--- src/rtl/tile_update_scheduler.sv ---
// Scans the 16x12 tile tracker once per frame and turns every flagged cell into
// a single draw command on a valid/ready handshake, stalling the scan meanwhile.
module tile_update_scheduler #(
  parameter int COLS = 16,
  parameter int ROWS = 12
) (
  input  logic       i_clk,
  input  logic       i_nrst,
  input  logic       i_frame_start,
  input  logic       i_diff,
  input  logic [3:0] i_x,
  input  logic [3:0] i_y,
  input  logic [2:0] i_obj_code,
  output logic       o_scan_en,
  output logic       o_draw_valid,
  input  logic       i_draw_ready,
  output logic [3:0] o_draw_x,
  output logic [3:0] o_draw_y,
  output logic [2:0] o_draw_code,
  output logic       o_busy,
  output logic       o_frame_done,
  output logic [7:0] o_update_count,
  output logic       o_overrun,
  output logic       o_sync_err
);

  localparam logic [3:0] LAST_COL    = 4'(COLS - 1);
  localparam logic [3:0] LAST_ROW    = 4'(ROWS - 1);
  localparam logic [7:0] MAX_UPDATES = 8'(COLS * ROWS);

  typedef enum logic [1:0] {
    S_IDLE  = 2'd0,
    S_SCAN  = 2'd1,
    S_ISSUE = 2'd2,
    S_DONE  = 2'd3
  } state_t;

  state_t     r_state;
  state_t     w_next;
  logic [3:0] r_col;
  logic [3:0] r_row;
  logic [7:0] r_run_cnt;
  logic       r_last_cap;
  logic [3:0] r_draw_x;
  logic [3:0] r_draw_y;
  logic [2:0] r_draw_code;
  logic [7:0] r_update_count;
  logic       r_overrun;
  logic       r_sync_err;
  logic       w_last_col;
  logic       w_last_row;
  logic       w_last_cell;

  assign w_last_col  = (r_col == LAST_COL);
  assign w_last_row  = (r_row == LAST_ROW);
  assign w_last_cell = w_last_col && w_last_row;

  // State register
  always_ff @(posedge i_clk or negedge i_nrst) begin
    if (!i_nrst) begin
      r_state <= S_IDLE;
    end else begin
      r_state <= w_next;
    end
  end

  // Next-state logic
  always_comb begin
    w_next = r_state;
    case (r_state)
      S_IDLE: begin
        if (i_frame_start) w_next = S_SCAN;
        else               w_next = S_IDLE;
      end
      S_SCAN: begin
        if (i_diff)           w_next = S_ISSUE;
        else if (w_last_cell) w_next = S_DONE;
        else                  w_next = S_SCAN;
      end
      S_ISSUE: begin
        if (!i_draw_ready)   w_next = S_ISSUE;
        else if (r_last_cap) w_next = S_DONE;
        else                 w_next = S_SCAN;
      end
      S_DONE:  w_next = S_IDLE;
      default: w_next = S_IDLE;
    endcase
  end

  // Scan position, command capture and per-frame update counting
  always_ff @(posedge i_clk or negedge i_nrst) begin
    if (!i_nrst) begin
      r_col          <= 4'd0;
      r_row          <= 4'd0;
      r_run_cnt      <= 8'd0;
      r_last_cap     <= 1'b0;
      r_draw_x       <= 4'd0;
      r_draw_y       <= 4'd0;
      r_draw_code    <= 3'd0;
      r_update_count <= 8'd0;
    end else begin
      case (r_state)
        S_IDLE: begin
          if (i_frame_start) begin
            r_col     <= 4'd0;
            r_row     <= 4'd0;
            r_run_cnt <= 8'd0;
          end
        end
        S_SCAN: begin
          if (w_last_col) begin
            r_col <= 4'd0;
            r_row <= w_last_row ? 4'd0 : r_row + 4'd1;
          end else begin
            r_col <= r_col + 4'd1;
          end
          // The tracker advances in this same cycle, so its cell must be latched now
          if (i_diff) begin
            r_draw_x    <= i_x;
            r_draw_y    <= i_y;
            r_draw_code <= i_obj_code;
            r_last_cap  <= w_last_cell;
            if (r_run_cnt < MAX_UPDATES) r_run_cnt <= r_run_cnt + 8'd1;
          end
        end
        S_DONE:  r_update_count <= r_run_cnt;
        default: r_update_count <= r_update_count;
      endcase
    end
  end

  // Overrun pulse and sticky tracker-desync flag
  always_ff @(posedge i_clk or negedge i_nrst) begin
    if (!i_nrst) begin
      r_overrun  <= 1'b0;
      r_sync_err <= 1'b0;
    end else begin
      r_overrun <= i_frame_start && (r_state != S_IDLE);
      if ((r_state == S_SCAN) && ((i_x != r_col) || (i_y != r_row))) r_sync_err <= 1'b1;
    end
  end

  assign o_scan_en      = (r_state == S_SCAN);
  assign o_draw_valid   = (r_state == S_ISSUE);
  assign o_busy         = (r_state != S_IDLE);
  assign o_frame_done   = (r_state == S_DONE);
  assign o_draw_x       = r_draw_x;
  assign o_draw_y       = r_draw_y;
  assign o_draw_code    = r_draw_code;
  assign o_update_count = r_update_count;
  assign o_overrun      = r_overrun;
  assign o_sync_err     = r_sync_err;

endmodule

--- config.mk ---
export PLATFORM = sky130hd
export DESIGN_NAME = tile_update_scheduler
export DESIGN_NICKNAME = d
export VERILOG_FILES = /design/src/rtl/tile_update_scheduler.sv
export SDC_FILE = /design/constraint.sdc
export NUM_CORES = 1
export LEC_CHECK = 0
export CORE_AREA = 2 2 79 81
export CTS_BUF_LIST = sky130_fd_sc_hd__clkbuf_8
export CTS_CLUSTER_SIZE = 25
export DETAILED_ROUTE_END_ITERATION = 7
export DIE_AREA = 0 0 81 83
export GPL_TIMING_DRIVEN = 0
export PLACE_DENSITY = 0.63
export RECOVER_POWER = 50
export SYNTH_ARGS = -nofsm -noshare
export SYNTH_HDL_FRONTEND = slang
export SYNTH_SLANG_ARGS = --single-unit
--- constraint.sdc ---
create_clock -name i_clk -period 4.22 [get_ports i_clk]
set_input_delay 0.844 -clock i_clk [delete_from_list [all_inputs] [get_ports i_clk]]
set_output_delay 0.844 -clock i_clk [all_outputs]
set_load 0.005 [all_outputs]
; ---- Word level (Yosys, flattened, before mapping)
; Cells that the tools add are included.
[op_classes]
eq_ne = 11
n_addsub = 3
reduce_logical = 11
n_mux = 16
magnitude_cmp = 1
[ops]
columns = cell, count
row1 = 8-bit two-way mux, 3
row2 = 4-bit two-way mux, 4
row3 = 4-bit case mux with 2 select lines, 2
row4 = 8-bit case mux with 2 select lines, 1
row5 = "4-bit by 1-bit adder with 4-bit output, second input constant", 2
row6 = "8-bit by 1-bit adder with 8-bit output, second input constant", 1
row7 = "4-bit equality test, second input constant", 2
row8 = "8-bit < comparator, second input constant", 1
row9 = 2-bit two-way mux, 4
row10 = 4-bit != test, 2
row11 = 2-bit case mux with 4 select lines, 1
row12 = "2-bit equality test, second input constant", 2
row13 = "2-bit by 1-bit != test with 1-bit output, second input constant", 2
row14 = "2-bit != test, second input constant", 2
row15 = 2-bit AND reduction, 2
row16 = 4-bit AND reduction, 1
row17 = 2-bit nonzero test, 2
row18 = 1-bit logical AND, 3
row19 = 3-bit AND reduction, 1
row20 = "2-bit by 1-bit equality test with 1-bit output, second input constant", 1
row21 = 2-bit logical NOT, 1
row22 = 1-bit logical OR, 1
row23 = 1-bit two-way mux, 1
[totals]
ff_bits = 40
elab_cells = 53
output_inout_bits = 25

; ---- Logic depth before layout (Yosys ltp)
; Gate-level depths: netlist of run 1.
[logic_depth]
ltp_word = 5
mapped_depth = 7

; ---- Worst setup path before layout of run 1
; Ideal clock, no wire load.
[synth_path]
path_kind = input -> register
startpoint = input port i_diff
endpoint = register r_run_cnt[2]
cell_stages = 4
slack_ns = 2.469
arrival_time_ns = 1.630
path_cell_list = a21boi_4 nand2_1 mux2_1 a22o_1
[synth_between]
elab_chain_cells = 2
[synth_lines]
columns = item, line_no
row1 = "start, declared", 10  ; input logic i_diff,
row2 = 2-bit != test (no source line), --
row3 = 4-bit AND reduction (no source line), --
row4 = "end signal, assigned", 123  ; if (r_run_cnt < MAX_UPDATES) r_run_cnt <= r_run_cnt + 8'd1;
row5 = "end, declared", 42  ; logic [7:0] r_run_cnt;
; Every way passes these cells.
; A chain may end at the register's enable or synchronous reset.

; ---- Final worst setup path of run 1
[layout_path]
startpoint = register r_state[1]
endpoint = output port o_frame_done
[layout_between]
elab_chain_cells = 1
[layout_lines]
columns = item, line_no
row1 = "start, declared", 38  ; state_t r_state;
row2 = "start signal, assigned", 63  ; r_state <= w_next;
row3 = 2-bit equality test, 146  ; assign o_frame_done = (r_state == S_DONE);
row4 = "end, declared", 21  ; output logic o_frame_done,
; Every way passes these cells.

==> metrics.yaml, run 1 <==
timing:
  rsz0062_at_grt: "false"
  worst_pin_slew_ns: 1.255
  max_slew_margin: 0.1634
  maxClockFrequency_mhz: 345.6
  setup_violations: 0
  fin_tns_setup_ns: 0
  period_share: 0.6857
  finClkSkew_ns: 0.009565
  finalHoldViolations: 0
  final.min_clock_period_ns: 2.894
  drv_slew: 0
routing:
  drt-initial-drc-count: 42
  firstDrtPassIters: 4
  wl_per_cell_um: 13.44
  wl_mm: 4.087
  drc: 0
  final_antenna_net_count: 0
  vias: 1500
  routed_via_density: 4.934
global_routing:
  grt_max_degree: 24
  grt_remaining_overflow: 0
  antenna_found_initial: 0
  grt_pass1_vias: 1480
  grt_pass1_wl_mm: 7.024
  track_usage: 0.1352
floorplanning:
  rows: 28
  die_h_um: 83
  core_um2: 5816
  start_util: 0.3389
  dieWidth_um: 81
  die-area_um2: 6723
  io_pins: 41
power_and_ir_drop:
  leakagePower_nw: 1.110
  pwr_density_cell_nw_per_um2: 590.8
  vdd_drop_max_mv: 0.2951
synth:
  synth_flop_cell: "dfrtp_1"
  syn_area_um2: 1971
  synth_xor_area_frac: 0.03556
  synth_nets: 199
  synth_fa_ha_area_frac: 0.01905
  ys_ff_latch: 40
  synthCells: 180
  synth-compound-area-share: 0.1321
  synthSimpleGateAreaFrac: 0.1530
  synth_async_sr_flop_share: 1.000
  synth.avg_cell_area_um2: 10.95
  synth_edf_count: 0
  yosysSeqAreaShare: 0.5079
  synth_mux_area_frac: 0.1181
  synth_cell_types: 37
  yosys_warnings: 0
  synth_top_family_by_area: "simple AND/OR/NAND/NOR gates"
layout:
  multi_input_area_um2: 899.6
  layout_common_cells: "40 x dfrtp_1, 37 x clkdlybuf4s50_1, 19 x nand2_1"
  syn_to_final_growth_pct: 30.16
  layout_commonest_cell: "dfrtp_1"
  post-route-util: 0.4411
  antennaDiodeCount: 0
  fin_cells: 304
  drive_above_1_share: 0.1310
  seqCellArea_um2: 1001
  fillers: 607
  nets: 247
placement:
  placedCellCount: 296
  dp_hpwl_mm: 2.971
  gp_congestion: 0.7734
  portBuffers: 40
cts:
  root_buffer: "clkbuf_8"
  cts_buffers: 5
  clk_pin_slew_ns: 0.08
  cts_setup_buffers: 0
  htree_levels: 2
  cts_tree: "yes"
  cts.sinks: 40
  hold_buffers: 0
  clock_path_buffers: 2
  cts_repair_resize_count: 0
  clkLatencyLatePin_ns: 0.30
critical_path:
  worstPathRequired_ns: 3.38
  worstPathArrival_ns: 2.05
  ff2ff_setup_slack_ns: 2.54
  end_kind: "output port"
  path_class: "reg2out"
  start_kind: "flip-flop"
  crit_fanout: 10
outcome:
  outcome: "completed"
job:
  maxCapViolations: 0
min_path:
  hold_path_class: "reg2reg"
metal layers:
layer | vias up | GRT usage | routed length, um | part of all wire
met3 | 7 | 0.03804 | 201 | 0.049
met2 | 36 | 0.2044 | 1839 | 0.45
li1 | 734 | - | - | -
met4 | 0 | 0.06009 | 76 | 0.019
met5 | - | 0 | 0 | 0
met1 | 723 | 0.1783 | 1970 | 0.48
registers in the layout, indices dropped and copies added (netlist names):
name and flops:
o_update_count 8, r_run_cnt 8, o_draw_x 4, o_draw_y 4, r_col 4, r_row 4, o_draw_code 3, r_state 2
o_overrun 1, o_sync_err 1, r_last_cap 1
Yosys cell counts (3+ instances only):
cell | n | area [um^2]
nand3_1 | 4 | 20.02
o22ai_1 | 3 | 18.77
nand4_1 | 5 | 31.28
nor2b_1 | 4 | 25.02
nor4b_1 | 3 | 26.28
dfrtp_1 | 40 | 1001
buf_2 | 3 | 15.01
ha_1 | 3 | 37.54
nand2b_1 | 6 | 37.54
a21oi_1 | 6 | 30.03
nor2_1 | 7 | 26.28
inv_1 | 8 | 30.03
xnor2_1 | 8 | 70.07
o21ai_0 | 12 | 60.06
mux2i_1 | 3 | 30.03
nand2_1 | 18 | 67.56
a22o_1 | 5 | 43.79
mux2_2 | 16 | 180.2
critical path, cell delays in order (launching register included):
cell and delay [ns]:
dfrtp_1 0.41, clkbuf_1 0.34, nand2_1 0.14, clkbuf_1 0.27, inv_1 0.10, clkdlybuf4s50_1 0.49
report_power, final:
group,internal (W),leakage (nW),total (W),switching (W)
Clock,0.000173,0.0593,0.000312,0.000138
Sequential,0.000497,0.517,0.000583,0.0000857
Combinational,0.000353,0.533,0.000621,0.000268
path summary, 6_finish.rpt:
check	startpoint	end	depth (start not counted)
worst max-delay path	r_state[1]	o_frame_done	5
worst min-delay path	r_last_cap	r_last_cap	2
worst max register to register	r_state[1]	o_update_count[3]	4
worst min register to register	r_last_cap	r_last_cap	2
max in group asynchronous	i_nrst	o_sync_err	2
min in group asynchronous	i_nrst	o_update_count[1]	1
stage by stage:
step | hold WS, ns | cell area (um^2) | worst slack (ns) | total power [W]
3_5_place_dp | 0.4572 | 2487 | 1.730 | 0.001228
4_1_cts | 0.4804 | 2595 | 1.442 | 0.001546
2_1_floorplan | 0.4446 | 1971 | 2.469 | 0.0009348
6_report | 0.4786 | 2565 | 1.326 | 0.001515
3_3_place_gp | 0.4537 | 2465 | 1.211 | 0.001212
5_1_grt | 0.4917 | 2565 | 1.109 | 0.001633
cell families after synthesis:
family / Yosys count
AND/OR/NAND/NOR: 55
flip-flops: 40
multiplexers: 21
adder cells (fa/ha/maj): 3
XOR/XNOR: 8
buffers and inverters: 15
AO/OA/AOI/OAI: 38
cell type report:
class,instances,area share
Buffer,6,0.01220
Clock buffer,5,0.02683
Clock inverter,3,0.01512
Inverter,9,0.01317
Multi-Input combinational cell,125,0.3507
Sequential cell,40,0.3902
Tap cell,75,0.03659
Timing Repair Buffer,41,0.1551
Note: power is estimated with default switching activity, not from simulation.
==> inputs of run 2 (changes only) <==
Settings changed: PLACE_DENSITY 0.63 to 0.65.
Clock period 4.22 ns to 2.51 ns, I/O delays scaled along.
==> run 2 against run 1 <==
  * Combinational power up 64%
  * Worst hold slack got worse by 0.16 ns
  * Via count rose by 1.4%
  * Clock skew rose by 0.0016 ns
  * Final cell count down 0.33%
  * Critical endpoint is now o_draw_valid
  * Utilization decreased by 0.67 points
  * Wire length up 2.6%
  * Highest routed layer unchanged
  * Sequential share of layout area grew 0.60 points
==> metrics.yaml, run 2 (same netlist as run 1, synthesis figures left out) <==
global_routing:
  antenna_found_initial: 0
  grt_remaining_overflow: 0
  grt_max_degree: 24
  grt_pass1_wl_mm: 6.982
  track_usage: 0.1355
  grt_pass1_vias: 1482
routing:
  drt-initial-drc-count: 114
  firstDrtPassIters: 4
  wl_met2_mm: 1.856
  met1_length_mm: 2.029
  drc: 0
  top_layer: "met4"
  wl_mm: 4.193
  wl_per_cell_um: 13.84
  met3WireLength_um: 243
  routed_via_density: 5.020
  vias: 1521
  final_antenna_net_count: 0
critical_path:
  path_class: "reg2out"
  critical-path-slowest-cell: "clkdlybuf4s50_1"
  slowest_delay_ns: 0.54
  start_kind: "flip-flop"
  worstPathRequired_ns: 2.01
  worstPathArrival_ns: 1.86
  worstPathCellList: "buf_4 -> clkbuf_1 -> nor2b_1 -> clkdlybuf4s50_1"
  crit_fanout: 10
  end_kind: "output port"
floorplanning:
  die_h_um: 83
  dieWidth_um: 81
  core_um2: 5816
  rows: 28
  die-area_um2: 6723
  start_util: 0.3389
  io_pins: 41
timing:
  fin_ws_ns: 0.1450
  max_slew_margin: 0.1638
  final.min_clock_period_ns: 2.365
  period_share: 0.9422
  finClkSkew_ns: 0.01113
  drv_slew: 0
  maxClockFrequency_mhz: 422.8
  worst_pin_slew_ns: 1.254
  finalHoldViolations: 0
  setup_violations: 0
  rsz0062_at_grt: "false"
cts:
  root_buffer: "clkbuf_8"
  hold_buffers: 0
  cts_repair_resize_count: 0
  clock_path_buffers: 2
  cts_setup_buffers: 0
  htree_levels: 2
  clkLatencyLatePin_ns: 0.30
  cts_tree: "yes"
  cts.sinks: 40
  cts_buffers: 5
  clk_pin_slew_ns: 0.08
layout:
  nets: 247
  layout_common_cells: "40 x dfrtp_1, 37 x clkdlybuf4s50_1, 19 x nand2_1"
  post-route-util: 0.4344
  antennaDiodeCount: 0
  syn_to_final_growth_pct: 28.19
  fillers: 607
  multi_input_area_um2: 892.1
  layout_commonest_cell: "dfrtp_1"
  finalInstanceArea_um2: 2526
  fin_cells: 303
  seqCellArea_um2: 1001
  drive_above_1_share: 0.1228
placement:
  gp_congestion: 0.7663
  dp_hpwl_mm: 3.043
  portBuffers: 40
  post-place-ws_ns: 0.3746
  place_area_um2: 2487
  placedCellCount: 296
job:
  maxCapViolations: 0
power_and_ir_drop:
  leakagePower_nw: 1.096
  power_w: 0.002427
  pwr_density_cell_nw_per_um2: 960.9
  vdd_drop_max_mv: 0.4000
min_path:
  hold_path_class: "in2async"
outcome:
  outcome: "completed"
## run 2: cell types whose count changed in the layout (fill, tap and decap cells not counted)
cell	previous run	this run
clkbuf_1	5	4
inv_1	9	10
inv_2	1	0
bufinv_16	1	0
nand2b_4	1	0
buf_4	2	1
buf_2	1	3
nand2b_1	6	7
## run 2: per-stage QoR
| step | TNS, ns | hold slack [ns] |
|---|---|---|
| 2_1_floorplan | 0 | 0.2064 |
| 3_3_place_gp | -3.840 | 0.4604 |
| 3_5_place_dp | 0 | 0.4750 |
| 4_1_cts | 0 | 0.1538 |
| 5_1_grt | 0 | 0.4043 |
| 6_report | 0 | 0.3192 |
## run 2: cell type report
| cell class | count | share of cell area |
|---|---|---|
| flip-flops and latches | 40 | 0.3962 |
| multi-input cells | 125 | 0.3531 |
| repair buffers | 41 | 0.1575 |
| well taps | 75 | 0.03715 |
| clock buffers | 5 | 0.02724 |
| inverters | 9 | 0.01337 |
| plain buffers | 6 | 0.01189 |
| clock inverters | 2 | 0.003467 |
## run 2: power by group
group          leakage [nW]  switching, W  internal, W
logic                 0.534      0.000438     0.000583
registers             0.517      0.000161     0.000836
clock network        0.0452      0.000225     0.000185
total                  1.10      0.000823      0.00160
## run 2: layer usage
metal,vias to the layer above,GRT usage
met4,0,0.05085
li1,728,-
met5,-,0
met2,42,0.1908
met3,6,0.04674
met1,745,0.1904
## run 2: worst max-delay path, delay by kind of cell, from the launching register on
| kind | cells | cell delay, ns |
|---|---|---|
| AND/OR/NAND/NOR | 1 | 0.25 |
| buffers and inverters | 3 | 0.94 |
| flip-flops | 1 | 0.37 |
## run 2: worst paths after layout
kind	startpoint	to	slack, ns	depth (start not counted)
worst min-delay path	i_nrst	o_update_count[5]	0.32	1
worst max register to register	r_state[0]	o_draw_x[1]	0.34	6
min in group i_clk	o_sync_err	o_sync_err	0.48	1
worst min register to register	o_sync_err	o_sync_err	0.48	1
max in group asynchronous	i_nrst	r_col[3]	0.54	2
worst max-delay path	r_state[0]	o_draw_valid	0.15	4
